## src/rtl/midi_note_scheduler_pkg.sv

```systemverilog
// Shared types for the MIDI note scheduler: FSM encoding, write operation kind,
// and the velocity value that marks a note-off.
package midi_pkg;

  typedef enum logic [1:0] {
    S_IDLE  = 2'd0,
    S_SEL   = 2'd1,
    S_WRITE = 2'd2,
    S_DONE  = 2'd3
  } state_t;

  typedef enum logic {
    OP_SET = 1'b0,
    OP_CLR = 1'b1
  } op_t;

  localparam logic [7:0] NOTE_OFF_VEL = 8'h00;

endpackage

```

## src/rtl/midi_note_scheduler_slot_finder.sv

```systemverilog
// Combinational slot search: lowest free slot, lowest live slot holding a note,
// and lowest live slot with a pending clear request. No wrap-around.
module slot_finder
  import midi_pkg::*;
#(
  parameter int unsigned NUM_SLOTS = 4,
  parameter int unsigned SLOT_W    = 2
) (
  input  logic [NUM_SLOTS-1:0]   slot_valid,
  input  logic [NUM_SLOTS*8-1:0] notes,
  input  logic [7:0]             search_note,
  input  logic [NUM_SLOTS-1:0]   clear_req,
  output logic [SLOT_W-1:0]      free_idx,
  output logic                   free_hit,
  output logic [SLOT_W-1:0]      match_idx,
  output logic                   match_hit,
  output logic [SLOT_W-1:0]      clr_idx,
  output logic                   clr_hit
);

  always_comb begin
    free_idx  = '0;
    free_hit  = 1'b0;
    match_idx = '0;
    match_hit = 1'b0;
    clr_idx   = '0;
    clr_hit   = 1'b0;
    for (int unsigned i = 0; i < NUM_SLOTS; i++) begin
      if (!free_hit && !slot_valid[i]) begin
        free_hit = 1'b1;
        free_idx = SLOT_W'(i);
      end
      if (!match_hit && slot_valid[i] && (notes[i*8 +: 8] == search_note)) begin
        match_hit = 1'b1;
        match_idx = SLOT_W'(i);
      end
      if (!clr_hit && slot_valid[i] && clear_req[i]) begin
        clr_hit = 1'b1;
        clr_idx = SLOT_W'(i);
      end
    end
  end

endmodule

```

## src/rtl/midi_note_scheduler.sv

```systemverilog
// Slot-based controller between the MIDI decoder, game hit logic and the note
// memory write port. Clears take priority over buffered MIDI events.
module midi_note_scheduler
  import midi_pkg::*;
#(
  parameter int unsigned NUM_SLOTS = 4,
  parameter int unsigned SLOT_W    = 2,
  parameter logic [15:0] MEM_BASE  = 16'h0100
) (
  input  logic                 clk,
  input  logic                 rst_n,
  input  logic                 MidiInterrupt,
  input  logic [15:0]          dataMidi,
  output logic                 midi_busy,
  input  logic [NUM_SLOTS-1:0] clear_req,
  output logic                 mem_req,
  input  logic                 mem_gnt,
  output logic [15:0]          mem_addr,
  output logic [15:0]          mem_wdata,
  output logic [NUM_SLOTS-1:0] slot_valid,
  output logic                 drop_pulse
);

  state_t state, state_nxt;

  logic                 buf_full;
  logic [15:0]          buf_data;
  logic [NUM_SLOTS*8-1:0] notes;

  op_t                  op, op_nxt;
  logic [SLOT_W-1:0]    slot, slot_nxt;
  logic                 src_midi, src_nxt;
  logic                 load, sel_drop, sel_flush;

  logic [SLOT_W-1:0]    free_idx, match_idx, clr_idx;
  logic                 free_hit, match_hit, clr_hit;

  slot_finder #(
    .NUM_SLOTS (NUM_SLOTS),
    .SLOT_W    (SLOT_W)
  ) u_finder (
    .slot_valid  (slot_valid),
    .notes       (notes),
    .search_note (buf_data[15:8]),
    .clear_req   (clear_req),
    .free_idx    (free_idx),
    .free_hit    (free_hit),
    .match_idx   (match_idx),
    .match_hit   (match_hit),
    .clr_idx     (clr_idx),
    .clr_hit     (clr_hit)
  );

  assign midi_busy = buf_full;
  assign mem_req   = (state == S_WRITE);

  always_ff @(posedge clk or negedge rst_n) begin
    if (!rst_n) state <= S_IDLE;
    else        state <= state_nxt;
  end

  always_comb begin
    state_nxt = state;
    load      = 1'b0;
    op_nxt    = OP_SET;
    slot_nxt  = '0;
    src_nxt   = 1'b0;
    sel_drop  = 1'b0;
    sel_flush = 1'b0;
    case (state)
      S_IDLE: begin
        if ((|(clear_req & slot_valid)) || buf_full) state_nxt = S_SEL;
      end
      S_SEL: begin
        state_nxt = S_IDLE;
        if (clr_hit) begin
          load      = 1'b1;
          op_nxt    = OP_CLR;
          slot_nxt  = clr_idx;
          state_nxt = S_WRITE;
        end else if (buf_full) begin
          if (buf_data[7:0] != NOTE_OFF_VEL) begin
            // Retrigger a live copy of the note before taking a fresh slot.
            if (match_hit || free_hit) begin
              load      = 1'b1;
              op_nxt    = OP_SET;
              slot_nxt  = match_hit ? match_idx : free_idx;
              src_nxt   = 1'b1;
              state_nxt = S_WRITE;
            end else begin
              sel_drop  = 1'b1;
              sel_flush = 1'b1;
            end
          end else if (match_hit) begin
            load      = 1'b1;
            op_nxt    = OP_CLR;
            slot_nxt  = match_idx;
            src_nxt   = 1'b1;
            state_nxt = S_WRITE;
          end else begin
            sel_flush = 1'b1;
          end
        end
      end
      S_WRITE: begin
        if (mem_gnt) state_nxt = S_DONE;
      end
      S_DONE:  state_nxt = S_IDLE;
      default: state_nxt = S_IDLE;
    endcase
  end

  always_ff @(posedge clk or negedge rst_n) begin
    if (!rst_n) begin
      buf_full   <= 1'b0;
      buf_data   <= '0;
      drop_pulse <= 1'b0;
      mem_addr   <= '0;
      mem_wdata  <= '0;
      slot_valid <= '0;
      notes      <= '0;
      op         <= OP_SET;
      slot       <= '0;
      src_midi   <= 1'b0;
    end else begin
      drop_pulse <= sel_drop || (MidiInterrupt && buf_full);

      // A strobe in the cycle the buffer drains still sees it full and is dropped.
      if ((state == S_DONE && src_midi) || sel_flush) begin
        buf_full <= 1'b0;
      end else if (MidiInterrupt && !buf_full) begin
        buf_full <= 1'b1;
        buf_data <= dataMidi;
      end

      if (load) begin
        op        <= op_nxt;
        slot      <= slot_nxt;
        src_midi  <= src_nxt;
        mem_addr  <= MEM_BASE + 16'(slot_nxt);
        mem_wdata <= (op_nxt == OP_SET) ? buf_data : '0;
      end

      // Slot state follows the completed write so it is visible during DONE.
      if (state == S_WRITE && mem_gnt) begin
        for (int unsigned i = 0; i < NUM_SLOTS; i++) begin
          if (SLOT_W'(i) == slot) begin
            if (op == OP_SET) begin
              slot_valid[i]    <= 1'b1;
              notes[i*8 +: 8]  <= buf_data[15:8];
            end else begin
              slot_valid[i]    <= 1'b0;
            end
          end
        end
      end
    end
  end

endmodule

```

## config.mk

```make
export PLATFORM = sky130hd
export DESIGN_NAME = midi_note_scheduler
export DESIGN_NICKNAME = d
export VERILOG_FILES = /design/src/rtl/midi_note_scheduler_pkg.sv /design/src/rtl/midi_note_scheduler_slot_finder.sv /design/src/rtl/midi_note_scheduler.sv
export SDC_FILE = /design/constraint.sdc
export NUM_CORES = 1
export LEC_CHECK = 0
export CORE_MARGIN = 1.5
export CORE_UTILIZATION = 57
export CTS_CLUSTER_SIZE = 24
export DETAILED_ROUTE_END_ITERATION = 16
export GPL_TIMING_DRIVEN = 0
export PLACE_DENSITY = 0.85
export SYNTH_ARGS = -nofsm -noshare
export SYNTH_HDL_FRONTEND = slang
export SYNTH_SLANG_ARGS = --single-unit
```

## constraint.sdc

```tcl
create_clock -name clk -period 4.41 [get_ports clk]
set_input_delay 0.6615 -clock clk [delete_from_list [all_inputs] [get_ports clk]]
set_output_delay 0.6615 -clock clk [all_outputs]
set_load 0.01 [all_outputs]
```

Yosys cells after proc, flatten, opt, wreduce, memory -nomap -nowiden
Cells that the tools add are included.

cells by class
  add/sub/neg operators = 1
  equal/unequal tests = 12
  multiplexer cells = 62
  bitwise operators = 3
  reduce and logical (&&, ||, !) cells = 52

operators by type and width
  operator                                                                  count
  1-bit 2-to-1 mux                                                          40
  2-bit 2-to-1 mux                                                          20
  8-bit == test                                                             4
  1-bit logical AND                                                         21
  16-bit 2-to-1 mux                                                         1
  1-bit logical NOT                                                         12
  2-bit AND reduction                                                       6
  3-bit AND reduction                                                       4
  9-bit by 2-bit adder with 10-bit output (first input constant)            1
  2-bit case mux with 4 select lines                                        1
  8-bit nonzero test                                                        1
  4-bit AND                                                                 1
  2-bit == test (first input constant)                                      2
  2-bit == test (second input constant)                                     2
  2-bit logical NOT                                                         2
  1-bit logical OR                                                          4
  4-bit OR reduction                                                        1
  1-bit by 2-bit == test with 1-bit output (first input constant)           1
  2-bit by 1-bit == test with 1-bit output (second input constant)          1
  2-bit by 1-bit inequality test with 1-bit output (second input constant)  1
  2-bit inequality test (second input constant)                             1
  1-bit inverter                                                            2
  2-bit nonzero test                                                        1

word-level totals
  flip-flop bits (word level) = 92
  input bits = 24
  output and inout bits = 39
  logic and storage cells = 147

Logic depth before layout (Yosys ltp)
Gate-level depths: netlist of run 1.

  depth after elaboration = 24
  mapped depth = 9
  mapped depth without buffers = 6

Hierarchy
A second synthesis of run 1 with hierarchy kept.

unflattened totals
  cells, all modules = 311
  area total of the unflattened synthesis = 3,776.1 µm²

by module, submodules not included
  module               instances  cells an instance  area an instance (µm²)  sequential area each (µm²)
  midi_note_scheduler  1          245                3,283.1                 1,926.8
  slot_finder          1          66                 493.0                   0.0

Worst setup path before layout of run 1
No wires, ideal clock.

  path type = register to register
  from = register buf_data[10]
  to = register mem_wdata[15]
  setup time = 0.121 ns
  arrival = 1.975 ns
  data required time = 4.289 ns
  setup slack = 2.314 ns
  cell stages (with the launch flop) = 10
  path buffers = 3
  period minus slack after synthesis = 2.096 ns
  path through = dfrtp_1 > buf_4 > xnor2_1 > nand4_1 > nor3_2 > or4_4 > o211a_1 > buf_6 > buf_6 > a22o_1

on the way
  cells in the longest elaborated chain, start to end = 21
  elaborated cells between the ends (all ways) = 30
  those cells by class = eq/ne (4); mux (15); reduce/logical (11)

ends and longest elaborated chain
  what                                                          line                                                   source
  start, declared                                               midi_note_scheduler.sv:27                              logic [15:0] buf_data;
  start signal, assigned                                        midi_note_scheduler.sv:133                             buf_data <= dataMidi;
  8-bit == test                                                 midi_note_scheduler_slot_finder.sv:33                  if (!match_hit && slot_valid[i] && (notes[i*8 +: 8] == search_note)) begin
  1-bit logical AND                                             midi_note_scheduler_slot_finder.sv:33
  1-bit 2-to-1 mux                                              midi_note_scheduler_slot_finder.sv:33
  1-bit logical NOT                                             midi_note_scheduler_slot_finder.sv:33
  1-bit logical AND (2 in a row)                                midi_note_scheduler_slot_finder.sv:33
  1-bit 2-to-1 mux                                              midi_note_scheduler_slot_finder.sv:33
  1-bit logical NOT                                             midi_note_scheduler_slot_finder.sv:33
  1-bit logical AND (2 in a row)                                midi_note_scheduler_slot_finder.sv:33
  (+2 left out)                                                 --
  1-bit logical AND (2 in a row)                                midi_note_scheduler_slot_finder.sv:33
  1-bit 2-to-1 mux (*)                                          midi_note_scheduler_slot_finder.sv:33
  1-bit 2-to-1 mux / 1-bit logical OR (equally long branches)   midi_note_scheduler.sv:94, midi_note_scheduler.sv:84
  1-bit 2-to-1 mux, on equally long branches                    midi_note_scheduler.sv:82, midi_note_scheduler.sv:84
  1-bit 2-to-1 mux, on equally long branches                    midi_note_scheduler.sv:81, midi_note_scheduler.sv:82
  1-bit 2-to-1 mux, on equally long branches                    midi_note_scheduler.sv:76, midi_note_scheduler.sv:81
  1-bit 2-to-1 mux, on equally long branches                    midi_note_scheduler.sv:70, midi_note_scheduler.sv:76
  16-bit 2-to-1 mux / 1-bit 2-to-1 mux (equally long branches)  midi_note_scheduler.sv:141, midi_note_scheduler.sv:70
  end signal, assigned                                          midi_note_scheduler.sv:141                             mem_wdata <= (op_nxt == OP_SET) ? buf_data : '0;
  end, declared                                                 midi_note_scheduler.sv:19                              output logic [15:0] mem_wdata,

Mark *: on every way between the ends. The rest lies on a longest branch, timed or not.
A chain may end at the register's enable or synchronous reset.

Worst setup path after layout of run 1
  from = register buf_data[11]
  to = register mem_addr[1]

on the way
  cells in the longest elaborated chain, start to end = 22
  elaborated cells between the ends (all ways) = 36
  those cells by class = add/sub (1); eq/ne (4); mux (20); reduce/logical (11)

ends and longest elaborated chain
  what                                                         line                                                  source
  8-bit == test                                                midi_note_scheduler_slot_finder.sv:33
  1-bit logical AND                                            midi_note_scheduler_slot_finder.sv:33
  1-bit 2-to-1 mux                                             midi_note_scheduler_slot_finder.sv:33
  1-bit logical NOT                                            midi_note_scheduler_slot_finder.sv:33
  1-bit logical AND (2 in a row)                               midi_note_scheduler_slot_finder.sv:33
  1-bit 2-to-1 mux                                             midi_note_scheduler_slot_finder.sv:33
  1-bit logical NOT                                            midi_note_scheduler_slot_finder.sv:33
  1-bit logical AND (2 in a row)                               midi_note_scheduler_slot_finder.sv:33
  (+4 left out)                                                --
  2-bit 2-to-1 mux / 1-bit 2-to-1 mux (equally long branches)  midi_note_scheduler_slot_finder.sv:33
  2-bit 2-to-1 mux / 1-bit logical OR (equally long branches)  midi_note_scheduler.sv:87, midi_note_scheduler.sv:84
  2-bit 2-to-1 mux                                             midi_note_scheduler.sv:84                             if (match_hit || free_hit) begin
  2-bit 2-to-1 mux                                             midi_note_scheduler.sv:82                             if (buf_data[7:0] != NOTE_OFF_VEL) begin
  2-bit 2-to-1 mux                                             midi_note_scheduler.sv:81                             end else if (buf_full) begin
  2-bit 2-to-1 mux                                             midi_note_scheduler.sv:76                             if (clr_hit) begin
  2-bit 2-to-1 mux                                             midi_note_scheduler.sv:70                             case (state)
  9-bit by 2-bit adder with 10-bit output                      midi_note_scheduler.sv:140                            mem_addr <= MEM_BASE + 16'(slot_nxt);
  end signal, assigned                                         midi_note_scheduler.sv:140
  end, declared                                                midi_note_scheduler.sv:18                             output logic [15:0] mem_addr,

Several ways; a longest one is shown, not always the timed one.

==> insert_results.sql, run 1 <==
INSERT INTO impl_metrics (metric_group, metric, value, unit) VALUES
('run_status', 'outcome', 'complete, no violations', ''),
('sta', 'clock.fmax', '411', 'MHz'),
('clocking', 'cts-htree-levels', '3', ''),
('synth', 'yosys.cell_types.count', '43', ''),
('global_routing', 'most_crowded_layer_after_global_routing', 'met2', ''),
('run', 'maxCapViolCount', '0', ''),
('detailed_routing', 'remaining_drc_errors', '0', ''),
('clocking', 'cts_resized', '0', ''),
('sta', 'tightest_slew', '0.832', 'ns'),
('worst_setup_path', 'critical_path.max_fanout', '10', ''),
('final_layout', 'diodes', '0', ''),
('power_and_ir_drop', 'static-leakage-power', '0.00198', 'uW'),
('final_layout', 'most_used_cells_in_the_layout_excluding_fill_and_tap_cells', '77 x dfrtp_1, 49 x mux2_2, 48 x clkdlybuf4s50_1, 31 x xnor2_1, 21 x buf_4', ''),
('sta', 'layout_worst_path_cycle_share', '55.2', '%'),
('hold_path', 'timing.hold.worst.class', 'primary input to asynchronous set/reset pin', ''),
('detailed_routing', 'drt_iter0_drcs', '176', ''),
('global_routing', 'overflow', '0', ''),
('worst_setup_path', 'slowest_stage', 'nor3_1', ''),
('clocking', 'cts_root_buffer', 'clkbuf_8', ''),
('power_and_ir_drop', 'vdd.ir_drop.worst', '0.424', 'mV'),
('sta', 'final.setup.tns', '0', 'ns'),
('worst_setup_path', 'timing.setup.critical_path_class', 'register to register', ''),
('sta', 'setup_skew', '0.00902', 'ns'),
('place', 'gp_congestion', '0.836', ''),
('synth', 'syn-cell-area', '3610', 'sq um'),
('detailed_routing', 'routed_wire_length_per_instance', '16.2', 'microns'),
('sta', 'final-max-slew-violation-count', '0', ''),
('synth', 'avgSynthCellArea', '12.5', 'sq um'),
('floorplanning', 'initial_core_util', '60.0', '%'),
('floorplanning', 'rows', '28', ''),
('sta', 'timing.max_slew.rel_slack', '44.4', '%'),
('power_and_ir_drop', 'cellInternalPower', '1990', 'uW'),
('power_and_ir_drop', 'power.clock.fraction', '18.2', '%'),
('global_routing', 'global_route.usage.total', '23.5', '%'),
('floorplanning', 'chip_height', '82.6', 'microns'),
('final_layout', 'area_growth_syn_to_layout', '23.9', '%'),
('final_layout', 'final_core_utilization', '74.3', '%'),
('detailed_routing', 'route.antenna.remaining_nets', '0', ''),
('sta', 'grt_setup_unrepaired', 'false', ''),
('final_layout', 'final_nets', '387', ''),
('power_and_ir_drop', 'switching_power_as_a_share_of_total_power', '34.5', '%'),
('clocking', 'clk-insertion-delay-late', '0.35', 'ns'),
('floorplanning', 'pin_count', '63', ''),
('final_layout', 'fill_cell_instance_count_of_the_final_layout', '393', ''),
('worst_setup_path', 'cp_top_family', 'simple AND/OR/NAND/NOR gates', ''),
('sta', 'final_hold_viol_count', '0', ''),
('clocking', 'cts_hold_buf', '0', ''),
('floorplanning', 'floorplan.die_area', '6830', 'sq um'),
('global_routing', 'wire_length_of_the_first_global_routing_pass', '11700', 'microns'),
('sta', 'setup_viol', '0', ''),
('global_routing', 'grt_antenna_before_repair', '0', ''),
('final_layout', 'final_layout_size_suffix_gt1_share', '26.1', '%'),
('place', 'total_half_perimeter_wirelength_after_legalization_and_detailed_placement', '5040', 'microns'),
('detailed_routing', 'via_count', '2462', ''),
('power_and_ir_drop', 'p_switching', '1050', 'uW'),
('floorplanning', 'floorplan.core_area', '6030', 'sq um'),
('worst_setup_path', 'path_cells', 'buf_4, xnor2_1, nand4_1, nor3_1, or4_4, o221ai_2, buf_2, a221o_1', ''),
('final_layout', 'ff_latch_area', '1930', 'sq um'),
('global_routing', 'grt_util_met2', '37.2', '%'),
('clocking', 'clk_pin_slew', '0.08', 'ns'),
('global_routing', 'met3_usage', '3.74', '%'),
('floorplanning', 'chipWidth', '82.6', 'microns'),
('detailed_routing', 'vias_per_cell', '5.56', ''),
('detailed_routing', 'route.final.wire_length', '7190', 'microns'),
('worst_setup_path', 'arrival', '2.67', 'ns'),
('final_layout', 'fin_area', '4480', 'sq um'),
('power_and_ir_drop', 'pwr-share-comb', '43.8', '%'),
('clocking', 'clock_tree.buffer_depth', '2', ''),
('worst_setup_path', 'start_kind', 'register', ''),
('final_layout', 'multiInputGateArea', '1500', 'sq um'),
('clocking', 'post-cts-setup-buffer-count', '0', '');
[layer usage]
| metal | wire length, microns | up-vias |
|---|---|---|
| met3 | 369 | 17 |
| li1 | - | 1155 |
| met2 | 3450 | 92 |
| met1 | 3170 | 1198 |
| met4 | 194 | 0 |
| met5 | 0 | - |
[path summary, 6_finish.rpt]
kind                               from  depth (start not counted)     endpoint
setup / recovery           buf_data[11]                          8  mem_addr[1]
hold / removal                    rst_n                          1    notes[27]
setup reg to reg           buf_data[11]                          8  mem_addr[1]
hold reg to reg             mem_addr[8]                          1  mem_addr[8]
max in group asynchronous         rst_n                          2      slot[0]
min in group clk            mem_addr[8]                          1  mem_addr[8]
[worst reg2reg max path, delay by kind of cell, from the launching register on]
kind | cells | cell delay [ns]
compound gates | 2 | 0.46
buf+inv | 2 | 0.41
simple gates | 3 | 0.88
xor+xnor | 1 | 0.21
flops | 1 | 0.36
[registers in the layout (all words and copies together) (netlist names), named ones only]
signal,flops
notes,32
buf_data,16
mem_wdata,16
slot_valid,4
mem_addr,2
drop_pulse,1
midi_busy,1
op,1
slot,1
src_midi,1
state,1
[power by group through the flow]
stage	sequential, uW	combinational [uW]	clock, uW
after floorplan	1170	890	0
after global placement	1160	1280	0
after detailed placement	1170	1330	0
after CTS	1160	1340	557
after global routing	1190	1460	582
final	1160	1330	553
[through the flow]
step	power, uW	setup WS, ns	hold WS, ns
after global placement	2430	0.131	0.454
after global routing	3240	1.86	0.174
final	3040	1.98	0.165
after detailed placement	2500	1.93	0.459
after floorplan	2060	2.31	0.366
after CTS	3060	2.03	0.164
[synth_stat cells]
| cell type | number | area share (%) |
|---|---|---|
| a22oi_1 | 3 | 0.62 |
| a22o_1 | 16 | 3.9 |
| buf_4 | 20 | 4.2 |
| o221ai_2 | 1 | 0.42 |
| nor3_2 | 1 | 0.28 |
| o31ai_1 | 2 | 0.42 |
| o21ai_1 | 1 | 0.14 |
| nand3_1 | 7 | 0.97 |
| nor3_1 | 4 | 0.55 |
| o21bai_1 | 1 | 0.21 |
| o211ai_1 | 1 | 0.21 |
| or4_1 | 3 | 0.62 |
| o21ai_0 | 3 | 0.42 |
| nand4_1 | 6 | 1.0 |
| buf_2 | 2 | 0.28 |
| mux2_2 | 49 | 15 |
| a32oi_1 | 1 | 0.24 |
| nand2b_1 | 3 | 0.52 |
| nor2b_1 | 3 | 0.52 |
| nor4_1 | 1 | 0.17 |
| or4_4 | 1 | 0.31 |
| xor2_1 | 1 | 0.24 |
| a21o_1 | 1 | 0.21 |
| a21oi_1 | 3 | 0.42 |
| o21a_1 | 1 | 0.21 |
| o2111ai_1 | 1 | 0.24 |
| and2_1 | 1 | 0.17 |
| dfrtp_1 | 77 | 53 |
| clkbuf_1 | 6 | 0.62 |
| or3_1 | 1 | 0.17 |
| nand3b_1 | 1 | 0.21 |
| o211a_1 | 1 | 0.28 |
| nor4_2 | 1 | 0.35 |
| xnor2_1 | 31 | 7.5 |
| inv_1 | 3 | 0.31 |
| conb_1 | 1 | 0.10 |
| nor2_1 | 8 | 0.83 |
| nor3b_1 | 1 | 0.21 |
| a221o_1 | 1 | 0.28 |
| a2111oi_0 | 1 | 0.24 |
| buf_6 | 3 | 0.93 |
| a211o_1 | 1 | 0.24 |
| nand2_1 | 16 | 1.7 |
[logic make-up (layout without fill, tap and decap cells)]
kind of cell              Yosys count  after routing  synth area share (%)
muxes                              49             49                  15.3
AOI/OAI and AO/OA                  39             39                  8.66
other                               1             13                 0.104
xor gates and xnor gates           32             32                  7.76
DFF                                77             77                  53.3
and+or+nand+nor                    58             58                  8.59
buffers and inverters              34            100                  6.30
[final cells by class]
| cell class | count | area share (%) |
|---|---|---|
| inverter | 3 | 0.251 |
| sequential | 77 | 43.0 |
| clock inverter | 5 | 1.31 |
| timing repair buffer | 50 | 11.5 |
| tap | 75 | 2.10 |
| buffer | 31 | 4.83 |
| clock buffer | 11 | 3.38 |
| multi-input combinational | 191 | 33.6 |
(Power assumes the default switching activity.)
==> run 2, diff against run 1 <==
--- a/config.mk
+++ b/config.mk
@@ -6,11 +6,11 @@
 export NUM_CORES = 1
 export LEC_CHECK = 0
 export CORE_MARGIN = 1.5
-export CORE_UTILIZATION = 57
+export CORE_UTILIZATION = 48
 export CTS_CLUSTER_SIZE = 24
 export DETAILED_ROUTE_END_ITERATION = 16
 export GPL_TIMING_DRIVEN = 0
-export PLACE_DENSITY = 0.85
+export PLACE_DENSITY = 0.77
 export SYNTH_ARGS = -nofsm -noshare
 export SYNTH_HDL_FRONTEND = slang
 export SYNTH_SLANG_ARGS = --single-unit
==> constraint.sdc (replaced) <==
create_clock -name clk -period 2 [get_ports clk]
set_input_delay 0.3 -clock clk [delete_from_list [all_inputs] [get_ports clk]]
set_output_delay 0.3 -clock clk [all_outputs]
set_load 0.01 [all_outputs]
==> run 2 against run 1 <==
The run now ends with negative setup slack left; first-iteration DRC count fell by 19%; worst hold slack improved by 0.29 ns; clock power rose by 81%; die area rose by 18%; fmax rose by 9.6%; power rose by 120%; global-route usage fell by 4.5 points.
==> insert_results.sql, run 2 (synthesis gave the netlist of run 1 again) <==
INSERT INTO impl_metrics (metric_group, metric, value, unit) VALUES
('global_routing', 'vias_in_the_first_global_route', '2493', ''),
('run', 'maxCapViolCount', '0', ''),
('power_and_ir_drop', 'vdd.ir_drop.worst', '0.690', 'mV'),
('floorplanning', 'initial_core_util', '49.8', '%'),
('sta', 'layout_worst_path_cycle_share', '111', '%'),
('final_layout', 'most_used_cells_in_the_layout_excluding_fill_and_tap_cells', '77 x dfrtp_1, 49 x mux2_2, 48 x clkdlybuf4s50_1, 30 x xnor2_1, 20 x buf_4', ''),
('worst_setup_path', 'worstSetupEndpointType', 'register', ''),
('detailed_routing', 'vias_per_cell', '5.27', ''),
('hold_path', 'timing.hold.worst.class', 'primary input to asynchronous set/reset pin', ''),
('global_routing', 'wire_length_of_the_first_global_routing_pass', '12100', 'microns'),
('worst_setup_path', 'timing.setup.critical_path_class', 'register to register', ''),
('final_layout', 'fin_area', '4670', 'sq um'),
('detailed_routing', 'drt_iter0_drcs', '142', ''),
('detailed_routing', 'route.final.wire_length', '7360', 'microns'),
('place', 'port_buffers', '49', ''),
('worst_setup_path', 'worstPathRequired', '2.24', 'ns'),
('final_layout', 'fin_cells', '473', ''),
('final_layout', 'final_layout_size_suffix_gt1_share', '30.2', '%'),
('place', 'gp_congestion', '0.915', ''),
('power_and_ir_drop', 'pwr-share-comb', '47.8', '%'),
('global_routing', 'grt_antenna_before_repair', '0', ''),
('power_and_ir_drop', 'seq_power_share', '37.6', '%'),
('sta', 'timing.max_slew.rel_slack', '61.4', '%'),
('detailed_routing', 'route.antenna.remaining_nets', '0', ''),
('clocking', 'clk-insertion-delay-late', '0.35', 'ns'),
('floorplanning', 'chipWidth', '89.8', 'microns'),
('power_and_ir_drop', 'static-leakage-power', '0.00206', 'uW'),
('detailed_routing', 'drt-pass1-iter-count', '4', ''),
('sta', 'grt_setup_unrepaired', 'true', ''),
('place', 'total_half_perimeter_wirelength_after_legalization_and_detailed_placement', '4990', 'microns'),
('global_routing', 'global_route.usage.total', '19.1', '%'),
('sta', 'min_period', '2.22', 'ns'),
('sta', 'setup_viol', '20', ''),
('detailed_routing', 'via_count', '2492', ''),
('clocking', 'clock_tree.buffer_depth', '2', ''),
('worst_setup_path', 'arrival', '2.46', 'ns'),
('sta', 'final.setup.tns', '-3.59', 'ns'),
('run_status', 'outcome', 'finished with violations', ''),
('detailed_routing', 'routed_wire_length_per_instance', '15.6', 'microns'),
('sta', 'setup_slack', '-0.222', 'ns'),
('final_layout', 'diodes', '0', ''),
('clocking', 'cts_tree', 'built', ''),
('sta', 'final-max-slew-violation-count', '0', ''),
('final_layout', 'top_register', 'notes', ''),
('sta', 'holdWs', '0.459', 'ns'),
('floorplanning', 'rows', '31', ''),
('final_layout', 'final_nets', '394', ''),
('final_layout', 'layout_commonest_cell', 'dfrtp_1', ''),
('place', 'cell_area_reported_after_detailed_placement', '4310', 'sq um'),
('sta', 'tightest_slew', '0.565', 'ns'),
('sta', 'clock.fmax', '450', 'MHz'),
('run_status', 'violated_checks', 'negative setup slack', ''),
('global_routing', 'grt_start_max_net_pins', '45', ''),
('power_and_ir_drop', 'switching_power_as_a_share_of_total_power', '34.7', '%'),
('clocking', 'cts-htree-levels', '3', ''),
('sta', 'setup_skew', '0.00903', 'ns'),
('global_routing', 'overflow', '0', ''),
('power_and_ir_drop', 'power.clock.fraction', '14.6', '%'),
('floorplanning', 'chip_height', '89.8', 'microns'),
('place', 'post-place-ws', '-0.257', 'ns'),
('final_layout', 'top_regs', 'notes: 32 flops, buf_data: 16 flops, mem_wdata: 16 flops', ''),
('power_and_ir_drop', 'cellInternalPower', '4470', 'uW'),
('worst_setup_path', 'critical_path.max_fanout', '7', ''),
('clocking', 'tritoncts_num_sinks', '77', ''),
('place', 'dp_cells', '451', ''),
('worst_setup_path', 'start_kind', 'register', ''),
('power_and_ir_drop', 'power.density_cell_area', '1470', 'nW/um^2'),
('clocking', 'cts_buffers', '9', ''),
('clocking', 'clk_pin_slew', '0.07', 'ns'),
('detailed_routing', 'remaining_drc_errors', '0', ''),
('final_layout', 'largest_reg_flops', '32', ''),
('clocking', 'cts_root_buffer', 'clkbuf_8', ''),
('floorplanning', 'pin_count', '63', ''),
('final_layout', 'area_growth_syn_to_layout', '29.3', '%'),
('floorplanning', 'floorplan.die_area', '8060', 'sq um'),
('sta', 'final_hold_viol_count', '0', ''),
('power_and_ir_drop', 'p_switching', '2380', 'uW'),
('floorplanning', 'floorplan.core_area', '7250', 'sq um'),
('final_layout', 'fill_cell_instance_count_of_the_final_layout', '568', ''),
('worst_setup_path', 'r2r_slack', '-0.22', 'ns');
run 2: changes by cell type in the layout (fill, tap and decap cells not counted), sizes merged:
cell | before | now
buf | 27 | 34
clkinvlp | 2 | 0
bufinv | 1 | 0
dlygate4sd3 | 0 | 1
clkbuf | 17 | 18
run 2: power groups by stage:
| stage | combinational [uW] | clock [uW] | sequential, uW |
|---|---|---|---|
| floorplan | 2000 | 0 | 2590 |
| CTS | 3170 | 1020 | 2560 |
| detailed placement | 2960 | 0 | 2590 |
| finish | 3270 | 1000 | 2570 |
| global route | 3540 | 1090 | 2650 |
| global placement | 2870 | 0 | 2560 |
run 2: cell type report:
cell class	count	area (sq um)	share of cell area, %
plain buffers	29	249	5.33
repair buffers	59	621	13.3
flip-flops and latches	77	1930	41.2
inverters	3	11.3	0.241
well taps	99	124	2.65
multi-input cells	191	1580	33.9
clock inverters	2	10.0	0.214
clock buffers	13	149	3.19
run 2: what timing repair did:
action,4_1_cts,5_1_grt
hold buffers,1,0
cloned,0,1
gates resized for setup,9,12
setup endpoints to repair,59,56
pin swaps,2,2
setup buffers,7,0
endpoints found under the hold margin,33,0
run 2: final timing paths:
kind	startpoint	to	depth (start not counted)
setup / recovery	buf_data[12]	mem_wdata[10]	9
hold / removal	rst_n	buf_data[11]	2
setup reg to reg	buf_data[12]	mem_wdata[10]	9
hold reg to reg	mem_addr[8]	mem_addr[8]	1
max in group asynchronous	rst_n	buf_data[5]	3
min in group clk	mem_addr[8]	mem_addr[8]	1
run 2: routing by layer:
layer	wire (microns)	track usage, %	vias to the layer above
li1	-	-	1169
met1	3330	25.6	1243
met2	3580	30.5	74
met3	364	4.06	6
met4	89	7.41	0
met5	0	0	-
run 2: per-stage QoR:
step | power (uW) | util (%)
2_1_floorplan | 4590 | -
4_1_cts | 6750 | 63.4
3_3_place_gp | 5430 | 59.2
6_report | 6850 | 64.4
3_5_place_dp | 5550 | 59.5
5_1_grt | 7280 | 64.4
run 2: worst max-delay path, cell delays in order, from the launching register on:
cell	delay, ns
dfrtp_1	0.38
buf_6	0.15
xnor2_1	0.13
nand4_1	0.16
nor4_4	0.06
or4_4	0.54
o211a_1	0.23
buf_6	0.14
clkbuf_16	0.15
a22o_1	0.17
==> run 3, diff against run 2 <==
--- a/config.mk
+++ b/config.mk
@@ -5,12 +5,14 @@
 export SDC_FILE = /design/constraint.sdc
 export NUM_CORES = 1
 export LEC_CHECK = 0
+export CAP_MARGIN = 20
 export CORE_MARGIN = 1.5
 export CORE_UTILIZATION = 48
 export CTS_CLUSTER_SIZE = 24
 export DETAILED_ROUTE_END_ITERATION = 16
 export GPL_TIMING_DRIVEN = 0
 export PLACE_DENSITY = 0.77
+export REMOVE_ABC_BUFFERS = 1
 export SYNTH_ARGS = -nofsm -noshare
 export SYNTH_HDL_FRONTEND = slang
 export SYNTH_SLANG_ARGS = --single-unit
==> run 3 against run 2 <==
Highest routed layer unchanged; non-clock buffer count shrank 14; clock power rose by 10%; die area stayed put; power is 0.94% higher; cell area is 1.7% lower; core utilization shrank 1.1 points; register-to-register slack better by 0.09 ns; the flow still finishes with violations (negative setup slack).
==> insert_results.sql, run 3 (synthesis gave the netlist of run 1 again) <==
INSERT INTO impl_metrics (metric_group, metric, value, unit) VALUES
('final_layout', 'largest_reg_flops', '32', ''),
('floorplanning', 'initial_core_util', '49.8', '%'),
('final_layout', 'top_register', 'notes', ''),
('place', 'gp_congestion', '0.867', ''),
('global_routing', 'grt_antenna_before_repair', '0', ''),
('sta', 'final-max-slew-violation-count', '0', ''),
('clocking', 'cts-htree-levels', '3', ''),
('worst_setup_path', 'critical_path.max_fanout', '17', ''),
('worst_setup_path', 'worstSetupEndpointType', 'register', ''),
('clocking', 'tritoncts_num_sinks', '77', ''),
('hold_path', 'timing.hold.worst.class', 'primary input to asynchronous set/reset pin', ''),
('final_layout', 'fin_area', '4590', 'sq um'),
('clocking', 'clk_pin_slew', '0.08', 'ns'),
('place', 'port_buffers', '49', ''),
('power_and_ir_drop', 'vdd.ir_drop.worst', '0.846', 'mV'),
('place', 'cell_area_reported_after_detailed_placement', '4070', 'sq um'),
('clocking', 'cts_root_buffer', 'clkbuf_8', ''),
('power_and_ir_drop', 'power.density_cell_area', '1510', 'nW/um^2'),
('detailed_routing', 'route.final.wire_length', '7560', 'microns'),
('floorplanning', 'pin_count', '63', ''),
('final_layout', 'final_layout_size_suffix_gt1_share', '31.3', '%'),
('worst_setup_path', 'arrival', '2.35', 'ns'),
('final_layout', 'area_growth_syn_to_layout', '27.1', '%'),
('power_and_ir_drop', 'static-leakage-power', '0.00199', 'uW'),
('worst_setup_path', 'r2r_slack', '-0.13', 'ns'),
('floorplanning', 'chip_height', '89.8', 'microns'),
('sta', 'setup_slack', '-0.128', 'ns'),
('final_layout', 'final_nets', '381', ''),
('detailed_routing', 'via_count', '2460', ''),
('clocking', 'cts_buffers', '9', ''),
('sta', 'final_hold_viol_count', '0', ''),
('run', 'maxCapViolCount', '0', ''),
('worst_setup_path', 'worstReg2RegStart', 'buf_data[8]', ''),
('final_layout', 'fill_cell_instance_count_of_the_final_layout', '571', ''),
('global_routing', 'wire_length_of_the_first_global_routing_pass', '12000', 'microns'),
('final_layout', 'layout_commonest_cell', 'dfrtp_1', ''),
('worst_setup_path', 'timing.setup.critical_path_class', 'register to register', ''),
('sta', 'clock.fmax', '470', 'MHz'),
('global_routing', 'overflow', '0', ''),
('worst_setup_path', 'start_kind', 'register', ''),
('clocking', 'clock_tree.buffer_depth', '2', ''),
('worst_setup_path', 'worstRegToRegCells', '6', ''),
('clocking', 'cts_tree', 'built', ''),
('detailed_routing', 'route.antenna.remaining_nets', '0', ''),
('worst_setup_path', 'crit_path_end', 'mem_wdata[2]', ''),
('run_status', 'violated_checks', 'negative setup slack', ''),
('sta', 'timing.max_slew.rel_slack', '55.7', '%'),
('final_layout', 'final_core_utilization', '63.3', '%'),
('detailed_routing', 'drt-pass1-iter-count', '4', ''),
('sta', 'grt_setup_unrepaired', 'true', ''),
('detailed_routing', 'remaining_drc_errors', '0', ''),
('place', 'total_half_perimeter_wirelength_after_legalization_and_detailed_placement', '4620', 'microns'),
('worst_setup_path', 'worstPathRequired', '2.22', 'ns'),
('detailed_routing', 'drt_iter0_drcs', '106', ''),
('final_layout', 'diodes', '0', ''),
('run_status', 'outcome', 'finished with violations', ''),
('sta', 'tightest_slew', '0.663', 'ns'),
('final_layout', 'top_regs', 'notes: 32 flops, buf_data: 16 flops, mem_wdata: 16 flops', ''),
('detailed_routing', 'vias_per_cell', '5.35', ''),
('global_routing', 'vias_in_the_first_global_route', '2418', ''),
('floorplanning', 'floorplan.core_area', '7250', 'sq um'),
('global_routing', 'grt_start_max_net_pins', '41', ''),
('final_layout', 'most_used_cells_in_the_layout_excluding_fill_and_tap_cells', '68 x dfrtp_1, 48 x mux2_2, 48 x clkdlybuf4s50_1, 28 x xnor2_1', ''),
('floorplanning', 'rows', '31', ''),
('sta', 'layout_worst_path_cycle_share', '106', '%'),
('clocking', 'clk-insertion-delay-late', '0.34', 'ns'),
('sta', 'setup_viol', '23', ''),
('floorplanning', 'chipWidth', '89.8', 'microns'),
('global_routing', 'global_route.usage.total', '18.7', '%'),
('worst_setup_path', 'critical_path.reg2reg.endpoint', 'mem_wdata[2]', ''),
('floorplanning', 'floorplan.die_area', '8060', 'sq um'),
('sta', 'min_period', '2.13', 'ns'),
('detailed_routing', 'routed_wire_length_per_instance', '16.4', 'microns'),
('sta', 'setup_skew', '0.00935', 'ns'),
('worst_setup_path', 'crit_path_start', 'buf_data[8]', '');
run 3: changes by cell type in the layout (fill, tap and decap cells not counted), sizes merged:
cell      previous run  this run
clkbuf              18        12
clkinv               2         3
clkinvlp             0         1
buf                 34        23
o221ai               1         2
bufinv               0         1
run 3: area by class of cell:
cell class | count | area [sq um] | share of cell area (%)
Timing Repair Buffer | 74 | 711 | 15.5
Tap cell | 99 | 124 | 2.70
Clock inverter | 5 | 52.6 | 1.14
Sequential cell | 77 | 1940 | 42.2
Inverter | 3 | 11.3 | 0.245
Clock buffer | 10 | 128 | 2.78
Multi-Input combinational cell | 192 | 1630 | 35.4
run 3: worst max-delay path: stages, from the launching register on:
cell	delay [ns]
dfrtp_2	0.49
xnor2_2	0.15
nand4_1	0.13
nor3_4	0.07
or4_4	0.60
o211a_4	0.35
a22o_1	0.21
run 3: how the worst min path moves through the flow:
| stage | cells past startpoint | startpoint | slack [ns] | endpoint |
|---|---|---|---|---|
| floorplan | 0 | rst_n | 0.004 | asynchronous set/reset pin |
| global placement | 1 | mem_addr[8] | 0.45 | mem_addr[8] |
| detailed placement | 1 | rst_n | 0.31 | mem_addr[1] |
| CTS | 1 | mem_addr[8] | 0.47 | mem_addr[8] |
| global route | 1 | mem_wdata[0] | 0.52 | mem_wdata[0] |
| finish | 2 | rst_n | 0.48 | mem_addr[1] |
run 3: layer usage:
metal	track usage, %	routed length [microns]	part of all wire [%]
met1	24.8	3360	44
met2	30.5	3740	49
met3	3.72	321	4.2
met4	7.28	148	2.0
met5	0	0	0
run 3: stage by stage:
step | cells | TNS (ns) | worst slack [ns] | total power [uW] | hold WS, ns
2_1_floorplan | 271 | -3.79 | -0.396 | 4310 | 0.00441
3_3_place_gp | 419 | -169.78 | -2.01 | 5150 | 0.448
3_5_place_dp | 420 | -16.88 | -0.944 | 5240 | 0.310
4_1_cts | 453 | -2.27 | -0.123 | 6750 | 0.474
5_1_grt | 460 | -3.90 | -0.205 | 7320 | 0.518
6_report | 460 | -2.20 | -0.128 | 6910 | 0.483
run 3: report_power, final:
part | switching, uW | internal (uW) | leakage, uW
clock | 532 | 563 | 0.0000919
combinational | 1210 | 1720 | 0.000925
sequential | 700 | 2190 | 0.000970
total | 2440 | 4470 | 0.00199
run 3: what timing repair did:
item | in CTS | in global routing
pin swaps | 11 | 9
resized for setup | 23 | 11
hold buffers | 1 | 0
setup endpoints to repair | 22 | 73
endpoints found under the hold margin | 39 | 0
setup buffers | 16 | 7
cloned | 1 | 0
